==> config.mk <==
export PLATFORM = sky130hd
export DESIGN_NAME = reg_write_arbiter
export DESIGN_NICKNAME = d
export VERILOG_FILES = /design/src/rtl/reg_write_arbiter_pkg.sv /design/src/rtl/reg_write_arbiter_rr_picker.sv /design/src/rtl/reg_write_arbiter.sv
export SDC_FILE = /design/constraint.sdc
export NUM_CORES = 1
export LEC_CHECK = 0
export BUFFER_PORTS_ARGS = -buffer_cell sky130_fd_sc_hd__buf_2
export CAP_MARGIN = 20
export CORE_AREA = 2 2 105 107
export CTS_CLUSTER_DIAMETER = 120
export DETAILED_ROUTE_END_ITERATION = 16
export DIE_AREA = 0 0 107 109
export PLACE_DENSITY = 0.87
export SETUP_SLACK_MARGIN = 0.5
export SYNTH_ARGS = -nofsm -noshare
export SYNTH_HDL_FRONTEND = slang
export SYNTH_HIERARCHICAL = 1
export SYNTH_SLANG_ARGS = --single-unit
==> constraint.sdc <==
create_clock -name clk_in -period 4.76 [get_ports clk_in]
set_input_delay 0.476 -clock clk_in [delete_from_list [all_inputs] [get_ports clk_in]]
set_output_delay 0.476 -clock clk_in [all_outputs]
set_load 0.02 [all_outputs]
==> src/rtl/reg_write_arbiter_pkg.sv <==
// reg_write_arbiter_pkg: shared widths and the default number of writeback sources for the register-file write arbiter
package reg_write_arbiter_pkg;
  localparam int DEF_XLEN = 32;
  localparam int DEF_REG_ADDR_W = 5;
  localparam int NUM_WB_REQ = 4;
endpackage

==> src/rtl/reg_write_arbiter_rr_picker.sv <==
// reg_write_arbiter_rr_picker: combinational rotate-priority encoder, first set req bit scanning from ptr upward modulo NUM_REQ
// ports: req (request vector), ptr (scan start), grant_onehot/grant_idx (winner), any (some request set)
module reg_write_arbiter_rr_picker #(
  parameter int NUM_REQ = 4,
  localparam int PW = $clog2(NUM_REQ)
) (
  input  logic [NUM_REQ-1:0] req,
  input  logic [PW-1:0]      ptr,
  output logic [NUM_REQ-1:0] grant_onehot,
  output logic [PW-1:0]      grant_idx,
  output logic               any
);
  logic [PW-1:0] j;
  // scan backwards so the candidate closest to ptr overwrites the others
  always_comb begin
    grant_onehot = '0;
    grant_idx = '0;
    any = 1'b0;
    j = '0;
    for (int k = NUM_REQ - 1; k >= 0; k--) begin
      j = PW'((int'(ptr) + k) % NUM_REQ);
      if (req[j]) begin
        grant_onehot = '0;
        grant_onehot[j] = 1'b1;
        grant_idx = j;
        any = 1'b1;
      end
    end
  end
endmodule

==> src/rtl/reg_write_arbiter.sv <==
// reg_write_arbiter: round-robin share of the register-file write port between NUM_REQ writeback sources, with a registered output stage and two bypass lookups
// ports: clk_in/rst_in (async active-high), rdy_in (pause), flush_in (block new accepts),
//        req_valid/req_id/req_val/req_ready (per-requester handshake, packed),
//        set_reg_id/set_val (register file write, id 0 = none),
//        byp_idK/byp_hitK/byp_valK (pending-write lookups), busy (output stage holds a write)
module reg_write_arbiter
  import reg_write_arbiter_pkg::*;
#(
  parameter int NUM_REQ = NUM_WB_REQ,
  parameter int XLEN = DEF_XLEN,
  parameter int REG_ADDR_W = DEF_REG_ADDR_W
) (
  input  logic                          clk_in,
  input  logic                          rst_in,
  input  logic                          rdy_in,
  input  logic                          flush_in,
  input  logic [NUM_REQ-1:0]            req_valid,
  input  logic [NUM_REQ*REG_ADDR_W-1:0] req_id,
  input  logic [NUM_REQ*XLEN-1:0]       req_val,
  output logic [NUM_REQ-1:0]            req_ready,
  output logic [REG_ADDR_W-1:0]         set_reg_id,
  output logic [XLEN-1:0]               set_val,
  input  logic [REG_ADDR_W-1:0]         byp_id1,
  output logic                          byp_hit1,
  output logic [XLEN-1:0]               byp_val1,
  input  logic [REG_ADDR_W-1:0]         byp_id2,
  output logic                          byp_hit2,
  output logic [XLEN-1:0]               byp_val2,
  output logic                          busy
);
  localparam int PW = $clog2(NUM_REQ);
  logic                  out_valid;
  logic [REG_ADDR_W-1:0] out_id;
  logic [XLEN-1:0]       out_val;
  logic [PW-1:0]         rr_ptr;
  logic [NUM_REQ-1:0]    open_req;
  logic [PW-1:0]         win;
  logic                  accept;
  logic [REG_ADDR_W-1:0] ids [NUM_REQ];
  logic [XLEN-1:0]       vals [NUM_REQ];
  for (genvar i = 0; i < NUM_REQ; i++) begin : g_unpack
    assign ids[i] = req_id[i*REG_ADDR_W +: REG_ADDR_W];
    assign vals[i] = req_val[i*XLEN +: XLEN];
  end
  // masking the requests here keeps req_ready low while paused or flushing
  assign open_req = (rdy_in && !flush_in) ? req_valid : '0;
  reg_write_arbiter_rr_picker #(.NUM_REQ(NUM_REQ)) u_picker (
    .req(open_req),
    .ptr(rr_ptr),
    .grant_onehot(req_ready),
    .grant_idx(win),
    .any(accept)
  );
  // x0 writes are consumed but latched invalid so they never reach the register file
  always_ff @(posedge clk_in or posedge rst_in) begin
    if (rst_in) begin
      out_valid <= 1'b0;
      out_id <= '0;
      out_val <= '0;
      rr_ptr <= '0;
    end else if (rdy_in) begin
      out_valid <= accept && (ids[win] != '0);
      if (accept) begin
        out_id <= ids[win];
        out_val <= vals[win];
        rr_ptr <= (win == PW'(NUM_REQ - 1)) ? '0 : win + 1'b1;
      end
    end
  end
  assign set_reg_id = out_valid ? out_id : '0;
  assign set_val = out_val;
  assign busy = out_valid;
  assign byp_hit1 = out_valid && (out_id == byp_id1) && (byp_id1 != '0);
  assign byp_hit2 = out_valid && (out_id == byp_id2) && (byp_id2 != '0);
  assign byp_val1 = byp_hit1 ? out_val : '0;
  assign byp_val2 = byp_hit2 ? out_val : '0;
endmodule

# Word-level counts from Yosys, hierarchy flattened
# Cells that the tools add are included.
dict set report totals {
  output_inout_bits 108
  in_bits 166
  word_cells 75
  reg_bits 40
}
dict set report classes {
  addsub 4
  order_cmp 9
  n_reduce_logical 15
  n_eq_ne 3
  bitwise 1
  mux 39
}
# op n
set ops {}
lappend ops {{32-bit two-way mux} 4}
lappend ops {{32-bit binary-select mux with 2-bit select} 1}
lappend ops {{4-bit two-way mux} 5}
lappend ops {{5-bit two-way mux} 3}
lappend ops {{5-bit nonzero test} 3}
lappend ops {{2-bit by 3-bit < comparator with 1-bit output, second input constant} 4}
lappend ops {{1-bit two-way mux} 12}
lappend ops {{5-bit binary-select mux with 2-bit select} 1}
lappend ops {{5-bit == test} 2}
lappend ops {{1-bit logical AND} 10}
lappend ops {{2-bit two-way mux} 5}
lappend ops {{1-bit binary-select mux with 2-bit select} 4}
lappend ops {{1-bit demux with 2-bit select} 4}
lappend ops {{2-bit by 1-bit >= comparator with 1-bit output, second input constant} 4}
lappend ops {{2-bit by 1-bit adder with 2-bit output, second input constant} 2}
lappend ops {{2-bit adder, second input constant} 2}
lappend ops {{3-bit >= comparator, second input constant} 1}
lappend ops {{2-bit NOT with 3-bit output} 1}
lappend ops {{2-bit == test, second input constant} 1}
lappend ops {{2-bit AND reduction} 1}
lappend ops {{1-bit zero test} 1}

# Depth between registers and ports, before layout
# Gate-level depths: netlist of run 1.
dict set report logic_depth {
  depth_word 15
  depth_mapped 12
  depth_no_buf 9
}

# Cells and area by module
# Netlist of run 1, hierarchy kept.
# module n_inst seq_area_each_um2 area_each_um2 cells_each
set by_module_without_submodules {}
lappend by_module_without_submodules {reg_write_arbiter 1 1001.0 3814.9 286}
lappend by_module_without_submodules {reg_write_arbiter_rr_picker 1 0.0 509.2 61}

# Worst setup path before layout of run 1
# No wires, ideal clock.
dict set report synth_timing {
  path_kind {reg-to-reg}
  from {reg rr_ptr[0]}
  to {reg out_val[0], in the netlist set_val[0]}
  t_required_ns 4.635
  path_stages_with_launch 12
  synth_period_minus_slack_ns 3.149
  slack_ns 1.611
  arrival_ns 3.024
  setup_time_ns 0.125
  n_path_buf 4
  cell_sequence {dfrtp_1 > buf_6 > inv_1 > ha_1 > buf_2 > nor2b_1 > o211a_1 > nor3_1 > buf_4 > buf_6 > mux4_2 > mux2_2}
}
dict set report synth_between {
  elab_chain_cells 11
  elab_cells_between_ends 24
  cone_classes {add/sub: 3; mux: 19; bitwise: 1; reduce/logical: 1}
}
# element line_no
set synth_rtl {}
lappend synth_rtl {{start: declaration} reg_write_arbiter.sv:35} ;# logic [PW-1:0] rr_ptr;
lappend synth_rtl {{start signal: assignment} reg_write_arbiter.sv:66} ;# rr_ptr <= (win == PW'(NUM_REQ - 1)) ? '0 : win + 1'b1;
lappend synth_rtl {{2-bit adder} reg_write_arbiter_rr_picker.sv:21} ;# j = PW'((int'(ptr) + k) % NUM_REQ);
lappend synth_rtl {{1-bit binary-select mux with 2-bit select} reg_write_arbiter_rr_picker.sv:22} ;# if (req[j]) begin
lappend synth_rtl {{1-bit two-way mux (not written as such)} reg_write_arbiter_rr_picker.sv:22}
lappend synth_rtl {{2-bit two-way mux (3 in a row)} reg_write_arbiter_rr_picker.sv:22}
lappend synth_rtl {{2-bit two-way mux *} reg_write_arbiter_rr_picker.sv:22}
lappend synth_rtl {{via win[0]} reg_write_arbiter.sv:37} ;# logic [PW-1:0] win;
lappend synth_rtl {{2-bit NOT with 3-bit output (not written as such) *} reg_write_arbiter.sv:65} ;# out_val <= vals[win];
lappend synth_rtl {{32-bit binary-select mux with 2-bit select *} reg_write_arbiter.sv:65}
lappend synth_rtl {{32-bit two-way mux (not written as such) * (2 in a row)} reg_write_arbiter.sv:65}
lappend synth_rtl {{end signal: assignment} reg_write_arbiter.sv:65}
lappend synth_rtl {{end: declaration} reg_write_arbiter.sv:34} ;# logic [XLEN-1:0] out_val;
# The timed path passes the listed nets; every way through them passes the cells marked *. The select of a mux whose other input is x is not followed.
# A chain may end at the register's enable or synchronous reset.

# Final worst setup path of run 1
dict set report layout_timing {
  from {reg rr_ptr[0]}
  to {reg out_id[4]}
}
dict set report layout_between {
  elab_chain_cells 11
  elab_cells_between_ends 24
  cone_classes {add/sub: 3; mux: 19; bitwise: 1; reduce/logical: 1}
}
# element line_no
set layout_rtl {}
lappend layout_rtl {{2-bit adder} reg_write_arbiter_rr_picker.sv:21}
lappend layout_rtl {{1-bit binary-select mux with 2-bit select} reg_write_arbiter_rr_picker.sv:22}
lappend layout_rtl {{1-bit two-way mux (not written as such)} reg_write_arbiter_rr_picker.sv:22}
lappend layout_rtl {{2-bit two-way mux (3 in a row)} reg_write_arbiter_rr_picker.sv:22}
lappend layout_rtl {{2-bit two-way mux *} reg_write_arbiter_rr_picker.sv:22}
lappend layout_rtl {{via win[0]} reg_write_arbiter.sv:37}
lappend layout_rtl {{2-bit NOT with 3-bit output (not written as such) *} reg_write_arbiter.sv:64} ;# out_id <= ids[win];
lappend layout_rtl {{5-bit binary-select mux with 2-bit select *} reg_write_arbiter.sv:64}
lappend layout_rtl {{5-bit two-way mux (not written as such) * (2 in a row)} reg_write_arbiter.sv:64}
lappend layout_rtl {{end signal: assignment} reg_write_arbiter.sv:64}
lappend layout_rtl {{end: declaration} reg_write_arbiter.sv:33} ;# logic [REG_ADDR_W-1:0] out_id;
# Marks and branches as above.

==> flow_summary.toml, run 1 <==
[cts]
htreeDepth = 2
path_clk_slew_ns = 0.09
cts_setup_buffers = 0
cts_inserted_buffers = 5
clk_latency_ns = 0.30
root_buffer = "clkbuf_8"
post_cts_resize_count = 0
clock_sinks = 40
clock_tree.buffer_depth = 2
postCtsHoldBufs = 0
tritoncts = "done"

[drt]
wirelength_um = 16100
wl_met1_um = 6120
drt_first_pass_iters = 5
dr_wl_met2_um = 8330
drt_first_iter_violations = 344
top_layer_used = "met4"
drtAntennaViolNets = 0
route.vias.total = 4410
vias_per_cell = 5.98
dr_wl_met3_um = 1270
wl_per_cell_um = 21.8
drc_errors = 0

[run_status]
status = "finished clean"

[power_and_ir_drop]
p_clk_share_pct = 13.9
p_switching_mw = 1.07
total_power_mw = 2.12
intPower_mw = 1.05
p_per_area_mw_per_mm2 = 361
p_seq_share_pct = 27.3
ir_drop_mv = 0.401
p_leak_nw = 2.62
combPwrFrac_pct = 58.8
swShare_pct = 50.5

[setup_path]
critPathBufInv = 2
worstSetupPathType = "reg2reg"
path_delay_family = "multiplexers"
critical_path_required_ns = 4.94
cp.depth = 9
cp_slowest_stage_delay_ns = 0.73
crit_chain = "inv_1 > ha_1 > nor2_1 > o21ai_0 > o221ai_1 > nor3_2 > buf_4 > mux4_2 > mux2_2"
ff2ff_path_depth = 9
arrival_ns = 3.97
worstSetupStartpointType = "register"
endpoint_kind = "register"
crit_fanout = 27
crit_slowest_cell = "dfrtp_1"

[synthesis]
ys_top_cells_by_count = "a2111oi_2, dfrtp_1, mux2_2, mux4_2, inv_1"
async_flop_share_pct = 100
synthTopCellsByArea = "dfrtp_1, mux4_2, a2111oi_2"
synth.largest_area_cell = "dfrtp_1"
yosysTopAreaCellShare_pct = 23.1
synth_top_flop_cell = "dfrtp_1"
ys_types = 43
synth.most_common_cell = "a2111oi_2"
synthCells = 347
ys_seq_area_share_pct = 23.1
avgSynthCellArea_um2 = 12.5
synth-edff-count = 0
syn-num-nets = 522
synth_warnings = 6
syn-cell-area_mm2 = 0.00432
ys_ff_latch = 40

[global_routing]
grt_antenna_before_repair = 1
grt_pass1_wl_um = 23600
grt_max_degree = 41
grt.overflow.total = 0
grt_pass1_vias = 4441
grt.total_usage_pct = 26.2

[finish]
multi_input_area_mm2 = 0.00298
regArea_mm2 = 0.00100
postLayoutCoreUtil_pct = 55.3
syn2layout_area_growth_pct = 35.6
fillers = 896
final_nets = 770
drive_gt1_share_pct = 74.2

[die]
dieArea_mm2 = 0.0117
die_h_um = 109
die_x_um = 107
start_util_pct = 40.8
io_pins = 274
fp-row-count = 38
fp.coreArea_mm2 = 0.0106

[sta]
fin_hold_ws_ns = 0.367
finalMaxSlewViolations = 0
rsz0062_at_grt = "no"
finalCritPeriodShare_pct = 79.5
relSlewSlack_pct = 20.7
setup_viol = 0
tightestPinTransition_ns = 1.18
finalCriticalPeriod_ns = 3.79
tns_ns = 0
timing.final.ws_setup_ns = 0.974
finalHoldViolCount = 0
fmax_ghz = 0.264
finClkSkew_ns = 0.0102

[placed_design]
io_buffers = 273
dp_hpwl_um = 11800
gp_congestion = 0.948
place_ws_ns = 1.01

[run]
maxCapViolCount = 0

[worst_hold_path]
min_path_type = "in2async"
sequential cells by signal, summed over array words and instances (netlist names):
register and flops:
rr_ptr 2, set_val 32, busy 1, out_id 5
final cells by class:
class                   count  share of cell area, %
flip-flops and latches     40                   17.1
clock inverters             3                  0.725
repair buffers            281                   25.0
inverters                  35                   2.24
diodes                      1                 0.0427
clock buffers               5                   1.17
multi-input cells         232                   50.8
well taps                 140                   2.99
stage by stage:
| step | cell area (um^2) | instances |
|---|---|---|
| 4_1_cts | 5800 | 733 |
| 5_1_grt | 5860 | 737 |
| 3_5_place_dp | 5690 | 725 |
| 3_3_place_gp | 5690 | 725 |
| 2_1_floorplan | 4320 | 347 |
| 6_report | 5860 | 737 |
logic make-up (layout without fill, tap and decap cells):
| group | after synthesis | count (layout) | share of synthesized area (%) |
|---|---|---|---|
| AO/OA/AOI/OAI | 86 | 86 | 25.6 |
| XOR/XNOR | 8 | 8 | 1.62 |
| adder cells (fa/ha/maj) | 9 | 9 | 2.60 |
| buffers and inverters | 75 | 324 | 8.85 |
| flip-flops | 40 | 40 | 23.1 |
| multiplexers | 81 | 81 | 31.7 |
| other | 0 | 1 | 0 |
| AND/OR/NAND/NOR | 48 | 48 | 6.54 |
routing by layer:
metal / vias up / track usage [%]
li1: 1903 / -
met1: 2194 / 32.9
met2: 277 / 47.3
met3: 36 / 3.29
met4: 0 / 7.88
met5: - / 0
power groups by stage:
stage | clock, mW | combinational (mW) | sequential, mW
floorplan | 0 | 0.769 | 0.653
global placement | 0 | 1.16 | 0.572
detailed placement | 0 | 1.21 | 0.580
CTS | 0.296 | 1.22 | 0.573
global route | 0.309 | 1.31 | 0.592
finish | 0.294 | 1.25 | 0.578
cells in the final DEF, fill, tap and decap left out, types with 5 or more instances in the layout:
| cell | n |
|---|---|
| buf_4 | 5 |
| ha_1 | 9 |
| a2111oi_2 | 55 |
| clkbuf_8 | 5 |
| dfrtp_1 | 40 |
| mux4_2 | 39 |
| xnor2_1 | 8 |
| nor2_1 | 8 |
| mux2_2 | 39 |
| nand2_2 | 5 |
| inv_1 | 34 |
| buf_2 | 273 |
| and2_1 | 9 |
| a2111oi_0 | 6 |
final timing paths:
| check | slack, ns | from | endpoint |
|---|---|---|---|
| max in group asynchronous | 3.78 | rst_in | rr_ptr[1] |
| hold / removal | 0.37 | rst_in | set_val[16] |
| setup reg to reg | 0.97 | rr_ptr[0] | out_id[4] |
| min in group clk_in | 0.53 | rdy_in | busy |
| hold reg to reg | 0.54 | set_val[22] | set_val[22] |
| setup / recovery | 0.97 | rr_ptr[0] | out_id[4] |
No activity file was read; power rests on OpenSTA's default activity.
==> run 2: changes to the inputs <==
--- a/config.mk
+++ b/config.mk
@@ -7,11 +7,11 @@
 export LEC_CHECK = 0
 export BUFFER_PORTS_ARGS = -buffer_cell sky130_fd_sc_hd__buf_2
 export CAP_MARGIN = 20
-export CORE_AREA = 2 2 105 107
+export CORE_MARGIN = 2
+export CORE_UTILIZATION = 40
 export CTS_CLUSTER_DIAMETER = 120
 export DETAILED_ROUTE_END_ITERATION = 16
-export DIE_AREA = 0 0 107 109
-export PLACE_DENSITY = 0.87
+export PLACE_DENSITY = 0.88
 export SETUP_SLACK_MARGIN = 0.5
 export SYNTH_ARGS = -nofsm -noshare
 export SYNTH_HDL_FRONTEND = slang
==> constraint.sdc (replaced) <==
create_clock -name clk_in -period 3.35 [get_ports clk_in]
set_input_delay 0.335 -clock clk_in [delete_from_list [all_inputs] [get_ports clk_in]]
set_output_delay 0.335 -clock clk_in [all_outputs]
set_load 0.02 [all_outputs]
==> run 2 against run 1 <==
Effect of this change:
- sequential power up 38%
- setup slack worse by 0.40 ns
- cell area is 3.7% higher
- routed wire length up 2.3%
- power is 44% higher
- largest cell class unchanged
==> flow_summary.toml, run 2 (synthesis gave the netlist of run 1 again) <==
[run_status]
status = "finished clean"

[drt]
route.vias.total = 4389
drtAntennaViolNets = 0
wirelength_um = 16500
vias_per_cell = 5.84
drc_errors = 0
drt_first_iter_violations = 268
drt_first_pass_iters = 4
wl_per_cell_um = 21.9

[sta]
fin_hold_ws_ns = 0.232
fmax_ghz = 0.360
finalCritPeriodShare_pct = 83.0
finalCriticalPeriod_ns = 2.78
tightestPinTransition_ns = 0.920
tns_ns = 0
finalMaxSlewViolations = 0
relSlewSlack_pct = 38.6
finalHoldViolCount = 0
setup_viol = 0
finClkSkew_ns = 0.00674
rsz0062_at_grt = "no"

[setup_path]
endpoint_kind = "register"
r2r-start = "rr_ptr[0]"
crit_fanout = 9
arrival_ns = 2.96
r2r-end = "out_id[4]"
critical_path_required_ns = 3.53
worstSetupPathType = "in2reg"
worstSetupStartpointType = "input port"
ff2ff_path_depth = 8
r2r_setup_slack_ns = 0.58

[cts]
clock_tree.buffer_depth = 2
root_buffer = "clkbuf_8"
path_clk_slew_ns = 0.09
tritoncts = "done"
htreeDepth = 2
cts_inserted_buffers = 5
clk_latency_ns = 0.29
clock_sinks = 40

[power_and_ir_drop]
p_leak_nw = 2.71
p_seq_share_pct = 26.2
ir_drop_mv = 0.459
p_switching_mw = 1.53
combPwrFrac_pct = 62.5
p_per_area_mw_per_mm2 = 502
p_clk_share_pct = 11.3
swShare_pct = 50.0
intPower_mw = 1.53

[run]
maxCapViolCount = 0

[die]
die_h_um = 108
dieArea_mm2 = 0.0117
die_x_um = 108
io_pins = 274
fp.coreArea_mm2 = 0.0104
start_util_pct = 41.5
fp-row-count = 37

[global_routing]
grt_antenna_before_repair = 2
grt_max_degree = 41
grt.overflow.total = 0
grt.total_usage_pct = 27.4
grt_pass1_vias = 4660
grt_pass1_wl_um = 24400

[placed_design]
io_buffers = 273
placed_area_mm2 = 0.00579
gp_congestion = 0.824
dp_hpwl_um = 12300

[finish]
layout_commonest_cell = "buf_2"
syn2layout_area_growth_pct = 40.6
fin_area_mm2 = 0.00608
final_nets = 789
largest_reg_flops = 32
drive_gt1_share_pct = 76.7
final_cell_mix = "buf_2, a2111oi_2, mux4_2"
postLayoutCoreUtil_pct = 58.4

[worst_hold_path]
min_path_type = "in2async"
run 2: cell count changes in the layout (fill, tap and decap cells not counted), moves of 2 or more:
cell / before / now
o21ai_1: 0 / 2
dfrtp_1: 40 / 38
and2_1: 9 / 5
o21ai_0: 3 / 1
nor3_1: 2 / 0
dfrtp_2: 0 / 2
inv_1: 34 / 32
clkbuf_1: 0 / 2
buf_6: 0 / 2
and2_2: 0 / 4
buf_4: 5 / 20
run 2: what timing repair did:
item / CTS / global route
buffers inserted: 4 / 9
pin swaps: 1 / 2
resized for setup: 7 / 11
hold buffers: 0 / 0
endpoints found under the setup margin: 49 / 39
gates cloned: 1 / 1
run 2: worst max-delay path by stage:
stage | endpoint | depth (start not counted) | startpoint
after floorplan | set_val[20] | 10 | rr_ptr[1]
after global placement | busy | 11 | rdy_in
after detailed placement | busy | 11 | rdy_in
after CTS | busy | 10 | rr_ptr[0]
after global routing | busy | 9 | rr_ptr[0]
final | out_id[4] | 10 | rdy_in
run 2: power groups by stage:
stage | Sequential [mW] | Clock, mW | Combinational, mW
final | 0.798 | 0.345 | 1.91
after detailed placement | 0.829 | 0 | 1.76
after floorplan | 0.929 | 0 | 1.12
after global routing | 0.818 | 0.368 | 2.02
after global placement | 0.823 | 0 | 1.68
after CTS | 0.792 | 0.354 | 1.84
run 2: critical path, cell delays in order:
cell	delay (ns)
buf_2	0.12
nor2b_2	0.17
and2_2	0.26
mux4_2	0.52
o211a_1	0.17
nor3_4	0.24
buf_6	0.16
buf_12	0.14
mux4_2	0.54
mux2_2	0.28
run 2: cell type report:
class | count | area, um^2
Timing Repair Buffer | 300 | 1650
Fill cell | 892 | 4340
Multi-Input combinational cell | 232 | 3030
Tap cell | 136 | 170
Clock buffer | 8 | 90.1
Inverter | 35 | 134
Antenna cell | 1 | 2.50
Sequential cell | 40 | 1000
run 2: routing by layer:
metal	routed length (um)	GRT usage, %	vias up
met2	8810	49.6	243
met1	6130	32.3	2169
met5	34	0	-
li1	-	-	1935
met3	998	4.64	38
met4	491	10.7	4
run 2: through the flow:
stage,setup slack [ns],std cells,power (mW)
2_1_floorplan,0.522,347,2.05
3_3_place_gp,0.358,728,2.50
6_report,0.571,752,3.05
4_1_cts,0.466,741,2.98
5_1_grt,0.481,751,3.21
3_5_place_dp,0.177,728,2.59
==> run 3: changes to the inputs <==
--- a/config.mk
+++ b/config.mk
@@ -7,11 +7,11 @@
 export LEC_CHECK = 0
 export BUFFER_PORTS_ARGS = -buffer_cell sky130_fd_sc_hd__buf_2
 export CAP_MARGIN = 20
-export CORE_MARGIN = 2
-export CORE_UTILIZATION = 40
+export CORE_AREA = 2 2 106 108
 export CTS_CLUSTER_DIAMETER = 120
 export DETAILED_ROUTE_END_ITERATION = 16
-export PLACE_DENSITY = 0.88
+export DIE_AREA = 0 0 108 110
+export PLACE_DENSITY = 0.86
 export SETUP_SLACK_MARGIN = 0.5
 export SYNTH_ARGS = -nofsm -noshare
 export SYNTH_HDL_FRONTEND = slang
==> constraint.sdc (replaced) <==
create_clock -name clk_in -period 2.6 [get_ports clk_in]
set_input_delay 0.26 -clock clk_in [delete_from_list [all_inputs] [get_ports clk_in]]
set_output_delay 0.26 -clock clk_in [all_outputs]
set_load 0.02 [all_outputs]
==> run 3 against run 2 <==
Effect of this change:
- the run now ends with setup timing left
- sequential cell count stayed put
- die area is 1.9% higher
- sequential power is 33% higher
- combinational power is 46% higher
- clock skew is 0.0038 ns higher
- utilization is 3.0 points higher
- first-iteration DRC count is 36% higher
- critical endpoint is now set_val[6]
- largest cell class unchanged
- largest power group unchanged
- highest routed layer is now met4
==> flow_summary.toml, run 3 (synthesis gave the netlist of run 1 again) <==
[placed_design]
dp_hpwl_um = 12200
gp_congestion = 0.898
place_ws_ns = -0.217
io_buffers = 273

[run_status]
status = "finished, violations left"
violations = "setup timing"

[finish]
final_cell_mix = "buf_2, a2111oi_2, mux4_2"
largest_reg_flops = 32
layout_commonest_cell = "buf_2"
syn2layout_area_growth_pct = 51.9
final_nets = 817
diodes = 0
postLayoutCoreUtil_pct = 61.4
drive_gt1_share_pct = 79.6
fillers = 869

[setup_path]
crit_fanout = 6
cp_slowest_stage_delay_ns = 0.54
worstSetupPathType = "reg2reg"
crit_slowest_cell = "mux4_2"
critical_path_required_ns = 2.80
endpoint_kind = "register"
critPathBufInv = 3
arrival_ns = 2.90
crit_chain = "mux4_2 > o211a_1 > nor3_4 > buf_12 > buf_12 > buf_16 > mux4_2 > mux2_2"
worstSetupStartpointType = "register"
path_delay_family = "multiplexers"

[worst_hold_path]
min_path_type = "in2async"

[die]
fp.coreArea_mm2 = 0.0107
die_x_um = 108
fp-row-count = 38
io_pins = 274
die_h_um = 110
start_util_pct = 40.4
dieArea_mm2 = 0.0119

[sta]
tightestPinTransition_ns = 0.908
finalHoldViolCount = 0
setup_viol = 41
relSlewSlack_pct = 39.4
finClkSkew_ns = 0.0105
finalCriticalPeriod_ns = 2.71
finalCritPeriodShare_pct = 104
fmax_ghz = 0.370
timing.final.ws_setup_ns = -0.105
finalMaxSlewViolations = 0
rsz0062_at_grt = "yes"

[cts]
cts_inserted_buffers = 5
htreeDepth = 2
tritoncts = "done"
root_buffer = "clkbuf_8"
clock_tree.buffer_depth = 2
path_clk_slew_ns = 0.09
clock_sinks = 40
clk_latency_ns = 0.31
postCtsHoldBufs = 0

[power_and_ir_drop]
ir_drop_mv = 0.486
p_per_area_mw_per_mm2 = 654
total_power_mw = 4.30
p_leak_nw = 2.91

[drt]
drt_first_iter_violations = 365
drt_first_pass_iters = 5
wl_per_cell_um = 22.8
vias_per_cell = 5.89
drtAntennaViolNets = 0
wirelength_um = 17900
drc_errors = 0
route.vias.total = 4614

[global_routing]
grt.overflow.total = 0
grt.total_usage_pct = 29.1
grt_pass1_wl_um = 26200
grt_max_degree = 41
grt_pass1_vias = 4815
grt_antenna_before_repair = 1

[run]
maxCapViolCount = 0
-- run 3: cell types whose count changed in the layout (fill, tap and decap cells not counted), sizes merged --
cell	change
or3	+5
clkinv	+1
diode	-1
clkbuf	-4
clkinvlp	+2
buf	+24
-- run 3: repair_timing --
action                                 CTS  global route
endpoints found under the hold margin    0             0
gates resized for setup                 36             9
setup endpoints to repair              110           110
buffers inserted                        15             5
gates cloned                             7             0
pin swaps                               12             6
-- run 3: where the power goes --
part,internal [mW],switching (mW),total [mW]
Sequential,0.820,0.236,1.06
Combinational,1.13,1.65,2.78
Clock,0.191,0.269,0.460
-- run 3: final timing paths --
check,start,to,slack (ns),depth (start not counted)
min in group clk_in,rdy_in,busy,0.36,4
setup / recovery,rr_ptr[0],set_val[6],-0.11,8
max in group asynchronous,rst_in,rr_ptr[0],1.83,2
hold reg to reg,set_val[12],set_val[12],0.54,1
hold / removal,rst_in,set_val[9],0.13,2
setup reg to reg,rr_ptr[0],set_val[6],-0.11,8
-- run 3: per-stage QoR --
stage	cells	hold slack, ns	setup TNS (ns)	instance area, um^2
finish	783	0.129	-1.79	6570
global route	783	0.204	-5.42	6570
CTS	778	0.156	-0.882	6490
detailed placement	748	0.507	-6.61	5990
global placement	748	0.493	-3.94	5990
floorplan	347	0.438	-4.69	4430
-- run 3: layout make-up --
class / count / area [um^2] / area share, %
Clock buffer: 5 / 68.8 / 1.05
Clock inverter: 3 / 23.8 / 0.362
Inverter: 35 / 136 / 2.08
Multi-Input combinational cell: 237 / 3230 / 49.3
Sequential cell: 40 / 1000 / 15.3
Tap cell: 140 / 175 / 2.67
Timing Repair Buffer: 323 / 1920 / 29.3
-- run 3: worst register-to-register path, delay by kind of cell (launching register included) --
kind | cells | cell delay [ns]
AOI/OAI and AO/OA | 1 | 0.16
buffers and inverters | 3 | 0.40
muxes | 3 | 1.34
DFF | 1 | 0.47
and+or+nand+nor | 1 | 0.23
-- run 3: per-layer routing --
metal  vias to the layer above  track usage, %  routed length [um]
li1                       2012               -                   -
met1                      2274            33.3                6350
met2                       280            53.6                9580
met3                        48            5.70                1370
met4                         0            11.0                 574
met5                         -               0                   0
